## config.mk

```make
export PLATFORM = sky130hd
export DESIGN_NAME = ram_arbiter_flat
export DESIGN_NICKNAME = d
export VERILOG_FILES = /design/src/rtl/ram_arbiter_if.sv /design/src/rtl/ram_arbiter.sv /design/src/flat_wrapper.sv
export SDC_FILE = /design/constraint.sdc
export NUM_CORES = 1
export LEC_CHECK = 0
export ABC_CLOCK_PERIOD_IN_PS = 5300
export BUFFER_PORTS_ARGS = -buffer_cell sky130_fd_sc_hd__buf_2
export CORE_UTILIZATION = 46
export CTS_CLUSTER_DIAMETER = 200
export DETAILED_ROUTE_END_ITERATION = 12
export GPL_ROUTABILITY_DRIVEN = 0
export GPL_TIMING_DRIVEN = 0
export HOLD_SLACK_MARGIN = 0.06
export PLACE_DENSITY_LB_ADDON = 0.1
export SYNTH_ARGS = -nofsm -noshare
export SYNTH_HDL_FRONTEND = slang
export SYNTH_SLANG_ARGS = --single-unit
```

## constraint.sdc

```tcl
create_clock -name clk -period 5.3 [get_ports clk]
set_input_delay 0.795 -clock clk [delete_from_list [all_inputs] [get_ports clk]]
set_output_delay 0.795 -clock clk [all_outputs]
set_load 0.1 [all_outputs]
```

## src/rtl/ram_arbiter_if.sv

```systemverilog
// Bundle of requester-side and RAM-side signals around the two-master RAM
// arbiter. The arbiter takes the slave view; the environment (masters plus
// RAM controller) takes the master view.
interface ram_arbiter_if;
  // requester 0
  logic [31:0] req0Address;
  logic [31:0] req0WriteData;
  logic        req0ReadReq;
  logic        req0WriteReq;
  logic [31:0] req0ReadData;
  logic        req0ReadAck;
  logic        req0WriteAck;
  // requester 1
  logic [31:0] req1Address;
  logic [31:0] req1WriteData;
  logic        req1ReadReq;
  logic        req1WriteReq;
  logic [31:0] req1ReadData;
  logic        req1ReadAck;
  logic        req1WriteAck;
  // RAM side
  logic [31:0] ramAddress;
  logic [31:0] ramOut;
  logic        readReq;
  logic        writeReq;
  logic [31:0] ramValue;
  logic        readAck;
  logic        writeAck;
  // status
  logic        busy;
  logic        grant;
  logic        timeoutErr;
  logic [1:0]  state_dbg;

  modport slave (
    input  req0Address, req0WriteData, req0ReadReq, req0WriteReq,
    input  req1Address, req1WriteData, req1ReadReq, req1WriteReq,
    input  ramValue, readAck, writeAck,
    output req0ReadData, req0ReadAck, req0WriteAck,
    output req1ReadData, req1ReadAck, req1WriteAck,
    output ramAddress, ramOut, readReq, writeReq,
    output busy, grant, timeoutErr, state_dbg
  );

  modport master (
    output req0Address, req0WriteData, req0ReadReq, req0WriteReq,
    output req1Address, req1WriteData, req1ReadReq, req1WriteReq,
    output ramValue, readAck, writeAck,
    input  req0ReadData, req0ReadAck, req0WriteAck,
    input  req1ReadData, req1ReadAck, req1WriteAck,
    input  ramAddress, ramOut, readReq, writeReq,
    input  busy, grant, timeoutErr, state_dbg
  );
endinterface

```

## src/rtl/ram_arbiter.sv

```systemverilog
// Round-robin arbiter sharing one word-wide RAM port between two masters.
// Handshake: requesters hold ReadReq/WriteReq (level) until they see a
// one-cycle Ack and must drop the request on that same edge; towards the
// RAM the arbiter emits a one-cycle readReq/writeReq pulse and waits for a
// one-cycle readAck/writeAck. Only one transaction is ever outstanding, and
// a watchdog forces completion if the RAM never answers.
module ram_arbiter #(
  parameter int TIMEOUT = 255,
  parameter int TOBITS  = 8
) (
  input  logic         clk,
  input  logic         reset,
  ram_arbiter_if.slave bus
);

  typedef enum logic [1:0] {S_IDLE, S_ISSUE, S_WAIT, S_DONE} state_t;

  state_t              state_q, state_d;
  logic                grant_q, grant_d;
  logic                last_grant_q, last_grant_d;
  logic                op_write_q, op_write_d;
  logic [31:0]         ram_address_q, ram_address_d;
  logic [31:0]         ram_out_q, ram_out_d;
  logic                read_req_q, read_req_d;
  logic                write_req_q, write_req_d;
  logic [31:0]         rd_data0_q, rd_data0_d;
  logic [31:0]         rd_data1_q, rd_data1_d;
  logic                rd_ack0_q, rd_ack0_d;
  logic                rd_ack1_q, rd_ack1_d;
  logic                wr_ack0_q, wr_ack0_d;
  logic                wr_ack1_q, wr_ack1_d;
  logic                timeout_err_q, timeout_err_d;
  logic [TOBITS-1:0]   cnt_q, cnt_d;

  logic                pend0, pend1, sel, sel_write, finish;
  logic [31:0]         fin_data;

  // Next-state and registered-output computation for the whole FSM.
  always_comb begin
    state_d       = state_q;
    grant_d       = grant_q;
    last_grant_d  = last_grant_q;
    op_write_d    = op_write_q;
    ram_address_d = ram_address_q;
    ram_out_d     = ram_out_q;
    read_req_d    = 1'b0;
    write_req_d   = 1'b0;
    rd_data0_d    = rd_data0_q;
    rd_data1_d    = rd_data1_q;
    rd_ack0_d     = 1'b0;
    rd_ack1_d     = 1'b0;
    wr_ack0_d     = 1'b0;
    wr_ack1_d     = 1'b0;
    timeout_err_d = timeout_err_q;
    cnt_d         = cnt_q;
    pend0         = bus.req0ReadReq | bus.req0WriteReq;
    pend1         = bus.req1ReadReq | bus.req1WriteReq;
    sel           = 1'b0;
    sel_write     = 1'b0;
    finish        = 1'b0;
    fin_data      = bus.ramValue;

    case (state_q)
      S_IDLE: begin
        if (pend0 || pend1) begin
          // Tie goes to whoever was not served last.
          sel       = (pend0 && pend1) ? ~last_grant_q : pend1;
          // Write wins when a requester raises both request lines.
          sel_write = sel ? bus.req1WriteReq : bus.req0WriteReq;
          grant_d       = sel;
          op_write_d    = sel_write;
          ram_address_d = sel ? bus.req1Address   : bus.req0Address;
          ram_out_d     = sel ? bus.req1WriteData : bus.req0WriteData;
          read_req_d    = ~sel_write;
          write_req_d   = sel_write;
          state_d       = S_ISSUE;
        end
      end
      S_ISSUE: begin
        cnt_d   = '0;
        state_d = S_WAIT;
      end
      S_WAIT: begin
        if (op_write_q ? bus.writeAck : bus.readAck) begin
          finish = 1'b1;
        end else if (cnt_q == TOBITS'(TIMEOUT - 1)) begin
          finish        = 1'b1;
          timeout_err_d = 1'b1;
          fin_data      = 32'hFFFF_FFFF;
        end else begin
          cnt_d = cnt_q + TOBITS'(1);
        end
        if (finish) begin
          state_d = S_DONE;
          if (op_write_q) begin
            wr_ack0_d = ~grant_q;
            wr_ack1_d = grant_q;
          end else begin
            rd_ack0_d = ~grant_q;
            rd_ack1_d = grant_q;
            if (grant_q) rd_data1_d = fin_data;
            else         rd_data0_d = fin_data;
          end
        end
      end
      S_DONE: begin
        last_grant_d = grant_q;
        state_d      = S_IDLE;
      end
      default: state_d = S_IDLE;
    endcase
  end

  // State and output registers; reset drops any transaction immediately.
  always_ff @(posedge clk or posedge reset) begin
    if (reset) begin
      state_q       <= S_IDLE;
      grant_q       <= 1'b0;
      last_grant_q  <= 1'b1;
      op_write_q    <= 1'b0;
      ram_address_q <= '0;
      ram_out_q     <= '0;
      read_req_q    <= 1'b0;
      write_req_q   <= 1'b0;
      rd_data0_q    <= '0;
      rd_data1_q    <= '0;
      rd_ack0_q     <= 1'b0;
      rd_ack1_q     <= 1'b0;
      wr_ack0_q     <= 1'b0;
      wr_ack1_q     <= 1'b0;
      timeout_err_q <= 1'b0;
      cnt_q         <= '0;
    end else begin
      state_q       <= state_d;
      grant_q       <= grant_d;
      last_grant_q  <= last_grant_d;
      op_write_q    <= op_write_d;
      ram_address_q <= ram_address_d;
      ram_out_q     <= ram_out_d;
      read_req_q    <= read_req_d;
      write_req_q   <= write_req_d;
      rd_data0_q    <= rd_data0_d;
      rd_data1_q    <= rd_data1_d;
      rd_ack0_q     <= rd_ack0_d;
      rd_ack1_q     <= rd_ack1_d;
      wr_ack0_q     <= wr_ack0_d;
      wr_ack1_q     <= wr_ack1_d;
      timeout_err_q <= timeout_err_d;
      cnt_q         <= cnt_d;
    end
  end

  assign bus.req0ReadData = rd_data0_q;
  assign bus.req0ReadAck  = rd_ack0_q;
  assign bus.req0WriteAck = wr_ack0_q;
  assign bus.req1ReadData = rd_data1_q;
  assign bus.req1ReadAck  = rd_ack1_q;
  assign bus.req1WriteAck = wr_ack1_q;
  assign bus.ramAddress   = ram_address_q;
  assign bus.ramOut       = ram_out_q;
  assign bus.readReq      = read_req_q;
  assign bus.writeReq     = write_req_q;
  assign bus.busy         = (state_q != S_IDLE);
  assign bus.grant        = grant_q;
  assign bus.timeoutErr   = timeout_err_q;
  assign bus.state_dbg    = state_q;

endmodule

```

## src/flat_wrapper.sv

```systemverilog
// flat-port wrapper written by rule: the top's interface ports become plain ports
module ram_arbiter_flat 
#(
  parameter int TIMEOUT = 255,
  parameter int TOBITS  = 8
)
  (clk, reset, bus_req0Address, bus_req0WriteData, bus_req0ReadReq, bus_req0WriteReq, bus_req1Address, bus_req1WriteData, bus_req1ReadReq, bus_req1WriteReq, bus_ramValue, bus_readAck, bus_writeAck, bus_req0ReadData, bus_req0ReadAck, bus_req0WriteAck, bus_req1ReadData, bus_req1ReadAck, bus_req1WriteAck, bus_ramAddress, bus_ramOut, bus_readReq, bus_writeReq, bus_busy, bus_grant, bus_timeoutErr, bus_state_dbg);
  ram_arbiter_if bus_i ();
  input  logic clk;
  input  logic reset;
  input wire logic [$bits(bus_i.req0Address)-1:0] bus_req0Address;
  input wire logic [$bits(bus_i.req0WriteData)-1:0] bus_req0WriteData;
  input wire logic [$bits(bus_i.req0ReadReq)-1:0] bus_req0ReadReq;
  input wire logic [$bits(bus_i.req0WriteReq)-1:0] bus_req0WriteReq;
  input wire logic [$bits(bus_i.req1Address)-1:0] bus_req1Address;
  input wire logic [$bits(bus_i.req1WriteData)-1:0] bus_req1WriteData;
  input wire logic [$bits(bus_i.req1ReadReq)-1:0] bus_req1ReadReq;
  input wire logic [$bits(bus_i.req1WriteReq)-1:0] bus_req1WriteReq;
  input wire logic [$bits(bus_i.ramValue)-1:0] bus_ramValue;
  input wire logic [$bits(bus_i.readAck)-1:0] bus_readAck;
  input wire logic [$bits(bus_i.writeAck)-1:0] bus_writeAck;
  output wire logic [$bits(bus_i.req0ReadData)-1:0] bus_req0ReadData;
  output wire logic [$bits(bus_i.req0ReadAck)-1:0] bus_req0ReadAck;
  output wire logic [$bits(bus_i.req0WriteAck)-1:0] bus_req0WriteAck;
  output wire logic [$bits(bus_i.req1ReadData)-1:0] bus_req1ReadData;
  output wire logic [$bits(bus_i.req1ReadAck)-1:0] bus_req1ReadAck;
  output wire logic [$bits(bus_i.req1WriteAck)-1:0] bus_req1WriteAck;
  output wire logic [$bits(bus_i.ramAddress)-1:0] bus_ramAddress;
  output wire logic [$bits(bus_i.ramOut)-1:0] bus_ramOut;
  output wire logic [$bits(bus_i.readReq)-1:0] bus_readReq;
  output wire logic [$bits(bus_i.writeReq)-1:0] bus_writeReq;
  output wire logic [$bits(bus_i.busy)-1:0] bus_busy;
  output wire logic [$bits(bus_i.grant)-1:0] bus_grant;
  output wire logic [$bits(bus_i.timeoutErr)-1:0] bus_timeoutErr;
  output wire logic [$bits(bus_i.state_dbg)-1:0] bus_state_dbg;
  assign bus_i.req0Address = bus_req0Address;
  assign bus_i.req0WriteData = bus_req0WriteData;
  assign bus_i.req0ReadReq = bus_req0ReadReq;
  assign bus_i.req0WriteReq = bus_req0WriteReq;
  assign bus_i.req1Address = bus_req1Address;
  assign bus_i.req1WriteData = bus_req1WriteData;
  assign bus_i.req1ReadReq = bus_req1ReadReq;
  assign bus_i.req1WriteReq = bus_req1WriteReq;
  assign bus_i.ramValue = bus_ramValue;
  assign bus_i.readAck = bus_readAck;
  assign bus_i.writeAck = bus_writeAck;
  assign bus_req0ReadData = bus_i.req0ReadData;
  assign bus_req0ReadAck = bus_i.req0ReadAck;
  assign bus_req0WriteAck = bus_i.req0WriteAck;
  assign bus_req1ReadData = bus_i.req1ReadData;
  assign bus_req1ReadAck = bus_i.req1ReadAck;
  assign bus_req1WriteAck = bus_i.req1WriteAck;
  assign bus_ramAddress = bus_i.ramAddress;
  assign bus_ramOut = bus_i.ramOut;
  assign bus_readReq = bus_i.readReq;
  assign bus_writeReq = bus_i.writeReq;
  assign bus_busy = bus_i.busy;
  assign bus_grant = bus_i.grant;
  assign bus_timeoutErr = bus_i.timeoutErr;
  assign bus_state_dbg = bus_i.state_dbg;
  ram_arbiter #(.TIMEOUT(TIMEOUT), .TOBITS(TOBITS)) u_core (.clk(clk), .reset(reset), .bus(bus_i));
endmodule
```

# Word level (Yosys, flattened, before mapping)
# Cells that the tools add are included.
[word_totals]
reg_bits = 148
latchBits = 0
ram_bits = 0
romBits = 0
in_bits = 168
out_inout_bits = 139
wordCells = 75
memories = 0
[classes]
add_sub_neg = 1
mul = 0
div_mod_pow = 0
magnitude_cmp = 0
eq_ne = 8
shifts = 0
n_mux = 32
n_bitwise = 7
n_reduce_logical = 11
[op_table]
columns = ["cell", "count"]
rows = [
  ["two-way mux 32 bit", 4],
  ["two-way mux 1 bit", 22],
  ["two-way mux 8 bit", 2],
  ["one-hot mux 8 bit (2 select lines)", 1],
  ["adder 8 x 1 -> 8 bit (second input constant)", 1],
  ["== test 8 bit (second input constant)", 1],
  ["one-hot mux 2 bit (4 select lines)", 1],
  ["AND reduction 4 bit", 2],
  ["AND reduction 3 bit", 2],
  ["inverter 1 bit", 5],
  ["== test 2 bit (second input constant)", 2],
  ["two-way mux 2 bit", 2],
  ["!= test 2 x 1 -> 1 bit (second input constant)", 2],
  ["!= test 2 bit (second input constant)", 2],
  ["AND reduction 2 bit", 2],
  ["nonzero test 2 bit", 2],
  ["== test 2 x 1 -> 1 bit (second input constant)", 1],
  ["logical NOT 2 bit", 1],
  ["bitwise OR 1 bit", 2],
  ["logical AND 1 bit", 1],
  ["logical OR 1 bit", 1],
]

# Longest topological paths before layout
# Gate-level depths: netlist of the first run.
[logic_depth]
depth_word = 7
mapped_depth = 8
depth_no_buf = 6

# Worst setup path before layout of the first run
# OpenSTA, ideal clock, no wires.
[synth_path]
path_kind = "reg2out"
startpoint = "reg u_core.state_q[0], in the netlist u_core.bus.state_dbg[0]"
endpoint = "out bus_busy"
arrival_ns = 1.976
required_ns = 4.505
setup_slack_ns = 2.529
path_stages_with_launch = 4
n_path_buf = 0
cell_sequence = "dfrtp_1 inv_1 ha_1 inv_1"
[synth_via]
elab_chain_cells = 1
[synth_rtl]
columns = ["element", "line_no", "rtl"]
rows = [
  ["start: declaration", "ram_arbiter.sv:18", "state_t state_q, state_d;"],
  ["start signal: assignment", "ram_arbiter.sv:134", "state_q <= state_d;"],
  ["nonzero test 2 bit", "ram_arbiter.sv:163", "assign bus.busy = (state_q != S_IDLE);"],
  ["end: declaration", "flat_wrapper.sv:32", "output wire logic [$bits(bus_i.busy)-1:0] bus_busy;"],
]
# Every way passes these cells.

# Worst setup path in the final report of the first run
# Ends and elaborated chain as after synthesis.

==> results of run 1 <==
## worst max path at each step
| stage | startpoint | cells past startpoint | to |
|---|---|---|---|
| final | u_core.bus.state_dbg[0]$_DFFE_PP0P_ | 4 | bus_busy |
| after global routing | u_core.bus.state_dbg[0]$_DFFE_PP0P_ | 4 | bus_busy |
| after CTS | u_core.bus.state_dbg[0]$_DFFE_PP0P_ | 4 | bus_busy |
| after detailed placement | bus_req1WriteReq | 8 | u_core.bus.ramAddress[25]$_DFFE_PP0P_ |
| after global placement | reset | 2 | u_core.bus.ramOut[12]$_DFFE_PP0P_ |
| after floorplan | reset | 1 | u_core.bus.grant$_DFFE_PP0P_ |
## critical path, cell delays in order, from the launching register on
cell	delay, ns
dfrtp_1	0.37
inv_1	0.08
ha_1	0.23
inv_1	0.09
buf_2	0.43
## cells by family (layout without fill, tap and decap cells)
logic type               after synthesis  in the layout  synth area share (%)
buffers and inverters                 46            385                  4.23
multiplexers                          68             68                  11.1
adder cells (fa/ha/maj)                5              5                  1.00
AO/OA/AOI/OAI                        155            155                  17.1
flip-flops                           148            148                  59.4
AND/OR/NAND/NOR                      103            103                  7.12
## synth_stat cells, types with 2 or more instances
cell type    n  area [um2]
dfrtp_1    147        3680
o21ai_0     47         235
buf_6        2        22.5
a21oi_1      4        20.0
buf_2        2        10.0
o22ai_1      3        18.8
nor2b_1      3        18.8
o21a_2       2        17.5
nor2_1       6        22.5
nand3_1      5        25.0
mux2i_1     66         661
clkbuf_1     8        30.0
o211ai_1     4        30.0
inv_1       11        41.3
clkbuf_2     5        25.0
o21ai_1     23         115
or4_1        3        22.5
ha_1         5        62.6
buf_4       17         128
a2bb2oi_1    4        35.0
nand2_1     76         285
o22a_1      60         526
nand2b_1     3        18.8
## registers in the layout, indices dropped and copies added, names as in the netlist, 2 cells and up
| signal | count |
|---|---|
| u_core.bus.req1ReadData | 32 |
| u_core.bus.req0ReadData | 32 |
| u_core.bus.ramOut | 32 |
| u_core.bus.state_dbg | 2 |
| u_core.bus.ramAddress | 32 |
| u_core.cnt_q | 8 |
## cell type report
cell class | instances | share of cell area, %
Timing Repair Buffer | 307 | 18.1
Buffer | 35 | 2.59
Clock buffer | 24 | 5.71
Clock inverter | 8 | 1.15
Tap cell | 176 | 2.56
Multi-Input combinational cell | 331 | 26.3
Inverter | 11 | 0.538
Sequential cell | 148 | 43.0
## through the flow
| stage | worst slack, ns | hold slack [ns] | util [%] |
|---|---|---|---|
| floorplan | 0.527 | 0.486 | - |
| global placement | -0.904 | 0.451 | 60.3 |
| detailed placement | 3.05 | 0.467 | 60.6 |
| CTS | 2.87 | 0.479 | 65.0 |
| global route | 2.79 | 0.493 | 65.0 |
| finish | 2.88 | 0.476 | 65.0 |
## per-layer routing
| layer | track usage (%) | vias up |
|---|---|---|
| li1 | - | 2554 |
| met1 | 31.4 | 2631 |
| met2 | 43.5 | 205 |
| met3 | 5.98 | 36 |
| met4 | 11.8 | 0 |
| met5 | 0 | - |
==> impl_results.md, run 1 <==
- Hold Fails Final Rpt: 0
- Drt wl/cell: 16.9 um
- Placed cell area: 8020 um2
- R2R setup slack: 3.20 ns
- Share of layout cells above drive strength 1: a little over two fifths
- Setup TNS: 0 ns
- Hold WC Path Type: primary input to async pin
- Status: complete, no violations
- Dominant synthesized flop cell: dfrtp_1
- WP data required: 4.51 ns
- CTS Buffer Depth: 2
- Post-CTS sizing: 0
- Via count of the routed design: 5426
- Area Overhead vs Synth: 38.1%
- Crit path DAT: ~1.6 ns
- Ports: 307
- Gr usage total: 25.8%
- Routed length on met3: 1110 um
- Max Used Layer: met4
- Vias/cell: roughly 5.2
- Maximum fanout along the worst path: 3
- Slew headroom: between 50% and 60%
- H-tree depth: 4
- Placed insts: 1008
- Starting Density: approximately 47%
- Global-route wire length before repair: 27900 um
- Synthesized Nets: 698
- Initial DRC count: 312
- Avg Cell Area, Syn: ~12 um2
- CTS tree: built
- Seq/Total Area, Yosys: 59.4%
- Min Tclk post-route: 2.42 ns
- Hold buffers post-CTS: 0
- DIE WIDTH: approximately 120 um
- Synth Instances: 525
- Post-synthesis register bit count: around 150
- Setup-failing EPs final: 0
- Slew Limit Fails: 0
- Post-DP HPWL: 13500 um
- RSZ-0062 raised after global routing: false
- Ant diodes: 0
- Port bufs: about 310
- Syn Std Cell Area: 6240 um2
- Flip-flop and latch area: between 3000 and 4000 um2
- Nets: 1024
- Largest net degree at the start of global routing: 80
- DIE AREA: 14000 um2
- Worst reg2reg path startpoint: u_core.bus.state_dbg[0]$_DFFE_PP0P_
- Warnings, synthesis: 0
- Clock slew at reported path FFs: 0.06 ns
- Setup Crit Path Kind: register to output pin
- Filler instances: 1094
- Vias in the first global route: around 5500
- Finished Cell Area: 8610 um2
- CTS sink cnt: 148
- Period Utilization, post-route: 45.7%
- R2R depth: 6
- Maximum capacitance violations: 0
- Commonest non-fill, non-tap cell in the layout: buf_2
- Post-synth EDFFs: 0
- Wirelength, routed: 17600 um
- Least-Margin Pin Slew: around 0.64 ns
- Crit start category: register
- Core footprint: 13200 um2
- Row count: 42
- Num CTS Buffers: 17
- Clock root buffer: clkbuf_16
- Antenna viol nets, final: 0
- Initial DRT Pass Iterations: 4
- GRT overflow: 0
- Routed met2 length: ~8700 um
- Commonest cells after routing, fill and taps aside: buf_2 (308), dfrtp_1 (147), nand2_1 (76)
- FFs w/ async S/R, synth: 100%
- DRC violations left: 0
- Setup crit end kind: output pin
- Peak Freq: 413 MHz
- Wl on met1: 7180 um
- Fin cells: 1040
- Clock Skew: 0.00623 ns
- Post-CTS Setup Inserts: 0
- Worst r2r dst: u_core.bus.req1ReadData[8]$_DFFE_PP0P_
- Area taken by multi-input logic gates: ~2300 um2
- Worst skew pair latency: 0.41 ns
- Antenna violations before repair: 0
- Die H: 118 um
- Synth cell types: 42
Power of run 1 is left out: the tool's default activity adds up to more than one toggle a clock period on the data nets, which glitch-free logic cannot reach.
==> inputs of run 2 (changes only) <==
--- a/config.mk
+++ b/config.mk
@@ -5,7 +5,7 @@
 export SDC_FILE = /design/constraint.sdc
 export NUM_CORES = 1
 export LEC_CHECK = 0
-export ABC_CLOCK_PERIOD_IN_PS = 5300
+export ABC_CLOCK_PERIOD_IN_PS = 2300
 export BUFFER_PORTS_ARGS = -buffer_cell sky130_fd_sc_hd__buf_2
 export CORE_UTILIZATION = 46
 export CTS_CLUSTER_DIAMETER = 200
==> constraint.sdc (replaced) <==
create_clock -name clk -period 2.3 [get_ports clk]
set_input_delay 0.345 -clock clk [delete_from_list [all_inputs] [get_ports clk]]
set_output_delay 0.345 -clock clk [all_outputs]
set_load 0.1 [all_outputs]
==> run 2 against run 1 <==
Compared with the run above: final cell count up 0.29%; flip-flop and latch count unchanged; worst hold slack worse by 0.31 ns; final area up 1.3%; clock-buffer cell count down 3; setup slack worse by 2.7 ns; largest cell class unchanged; highest routed layer unchanged; critical endpoint is now u_core.bus.req1ReadData[7]$_DFFE_PP0P_.
==> impl_results.md, run 2 (same netlist as run 1, synthesis figures left out) <==
- Status: complete, no violations (unchanged)
- Worst Path Buf+Inv: 3 (unchanged)
- Setup Crit Path Kind: register to register (was register to output pin)
- Filler instances: 1129 (was 1094)
- Crit path DAT: 2.39 ns (was 1.63 ns)
- CTS Buffer Depth: 2 (unchanged)
- Via count of the routed design: 5419 (was 5426)
- Clock Skew: 0.00685 ns (was 0.00623 ns)
- Slew Limit Fails: 0 (unchanged)
- RSZ-0062 raised after global routing: false (unchanged)
- R2R depth: 6 (unchanged)
- Worst reg2reg path startpoint: u_core.bus.state_dbg[0]$_DFFE_PP0P_ (unchanged)
- Clock root buffer: clkbuf_16 (unchanged)
- Post-CTS Setup Inserts: 0 (unchanged)
- Post-DP HPWL: 13700 um (was 13500 um)
- H-tree depth: 4 (unchanged)
- Placed cell area: 8080 um2 (was 8020 um2)
- Most frequent CP cell: clkbuf_1 (was inv_1)
- Least-Margin Pin Slew: 0.569 ns (was 0.641 ns)
- Min Tclk post-route: 2.10 ns
- Vias/cell: 5.20 (was 5.22)
- Setup-failing EPs final: 0 (unchanged)
- Peak Freq: around 480 MHz
- Slowest stage cell, crit path: dfrtp_1 (was buf_2)
- Ant diodes: 0 (unchanged)
- PnR worst setup slack: 0.199 ns (was 2.88 ns)
- Period Utilization, post-route: roughly nine tenths
- Nets: 1028 (was 1024)
- Area taken by multi-input logic gates: 2270 um2 (unchanged)
- Post-CTS sizing: 0 (unchanged)
- Worst r2r dst: u_core.bus.req1ReadData[7]$_DFFE_PP0P_ (was u_core.bus.req1ReadData[8]$_DFFE_PP0P_)
- Crit-path max cell delay: 0.40 ns (was 0.43 ns)
- Slew headroom: 62.0% (was 57.3%)
- Row count: 42 (unchanged)
- Number of cells on the critical path: 6 (was 4)
- DRC violations left: 0 (unchanged)
- Largest net degree at the start of global routing: 43 (was 80)
- Worst-path cell chain: inv_1, ha_1, clkbuf_1, nand3_1, clkbuf_1, o22a_1 (was inv_1, ha_1, inv_1, buf_2)
- Antenna violations before repair: 0 (unchanged)
- WP data required: 2.59 ns (was 4.51 ns)
- Port bufs: 306 (unchanged)
- Global-route wire length before repair: 28100 um (was 27900 um)
- Initial DRT Pass Iterations: 4 (unchanged)
- Antenna viol nets, final: 0 (unchanged)
- Setup Slack @ Placement: 0.227 ns (was 3.05 ns)
- Area Overhead vs Synth: 39.9% (was 38.1%)
- Vias in the first global route: 5523 (was 5471)
- Ports: 307 (unchanged)
- Commonest non-fill, non-tap cell in the layout: buf_2 (unchanged)
- Die H: 118 um (unchanged)
- Num CTS Buffers: 17 (unchanged)
- Worst skew pair latency: 0.41 ns (about the same)
- DIE AREA: 14000 um2 (unchanged)
- CTS tree: built (unchanged)
- Share of layout cells above drive strength 1: 43.7% (was 43.3%)
- Starting Density: 47.1% (unchanged)
- Hold WC Path Type: primary input to register (was primary input to async pin)
- Setup crit end kind: register (was output pin)
- Critical path endpoint: u_core.bus.req1ReadData[7]$_DFFE_PP0P_ (was bus_busy)
- CTS sink cnt: 148 (unchanged)
- Core footprint: 13200 um2 (unchanged)
- Crit start category: register (unchanged)
- Gr usage total: 26.0% (was 25.8%)
- Flip-flop and latch area: 3700 um2 (unchanged)
- DIE WIDTH: 118 um (unchanged)
- Commonest cells after routing, fill and taps aside: buf_2 (308), dfrtp_1 (147), nand2_1 (76) (unchanged)
- Top Family by Delay on Critical Path: buffers and inverters (unchanged)
- Hold Fails Final Rpt: 0 (unchanged)
- GRT overflow: 0 (unchanged)
- Finished Cell Area: 8720 um2 (was 8610 um2)
- Maximum fanout along the worst path: 10 (was 3)
- Placed insts: 1011 (was 1008)
- Fin cells: 1043 (was 1040)
- Maximum capacitance violations: 0 (unchanged)
- Clock slew at reported path FFs: 0.06 ns (about the same)
- Wirelength, routed: 17500 um (was 17600 um)
- Initial DRC count: 247 (was 312)
- R2R setup slack: 0.20 ns (was 3.20 ns)
- Drt wl/cell: 16.8 um (was 16.9 um)
- Crit. Startpoint: u_core.bus.state_dbg[0]$_DFFE_PP0P_ (unchanged)
run 2: changes by cell type in the layout (fill, tap and decap cells not counted):
cell           change
clkbuf_1           -3
clkinv_4           -1
dlygate4sd3_1      +1
bufinv_16          +2
clkinv_2           +2
buf_12             +3
inv_6              -1
run 2: stage by stage:
step	utilization, %	hold slack (ns)	TNS [ns]
2_1_floorplan	-	0.471	-0.0529
3_3_place_gp	60.3	0.449	-100.70
3_5_place_dp	61.0	0.419	0
4_1_cts	65.9	0.143	0
5_1_grt	65.9	0.151	0
6_report	65.9	0.162	0
run 2: cell type report:
cell class	count	share of cell area, %
Sequential cell	148	42.5
Multi-Input combinational cell	331	26.0
Buffer	35	2.55
Tap cell	176	2.52
Timing Repair Buffer	311	18.7
Inverter	11	0.516
Clock buffer	21	5.51
Clock inverter	10	1.75
run 2: worst min-delay path by stage:
stage	slack [ns]	cells past startpoint	to	start
floorplan	0.47	1	u_core.bus.req1ReadData[0]$_DFFE_PP0P_	bus_ramValue[0]
global placement	0.45	1	u_core.bus.timeoutErr$_DFFE_PP0P_	u_core.bus.timeoutErr$_DFFE_PP0P_
detailed placement	0.42	2	u_core.bus.req0ReadData[3]$_DFFE_PP0P_	reset
CTS	0.14	2	u_core.bus.req1ReadData[10]$_DFFE_PP0P_	bus_ramValue[10]
global route	0.15	2	u_core.bus.req1ReadData[0]$_DFFE_PP0P_	bus_ramValue[0]
finish	0.16	2	u_core.bus.req1ReadData[29]$_DFFE_PP0P_	bus_ramValue[29]
run 2: per-layer routing:
layer | wire length [um] | track usage (%)
met4 | 471 | 10.1
met3 | 934 | 6.03
met5 | 0 | 0
met2 | 9000 | 45.8
met1 | 7100 | 30.6
run 2: what timing repair did:
action | 4_1_cts | 5_1_grt
endpoints found under the hold margin | 21 | 0
setup endpoints to repair | 0 | 0
hold buffers | 1 | 0
Power of run 2 is left out for the same reason.
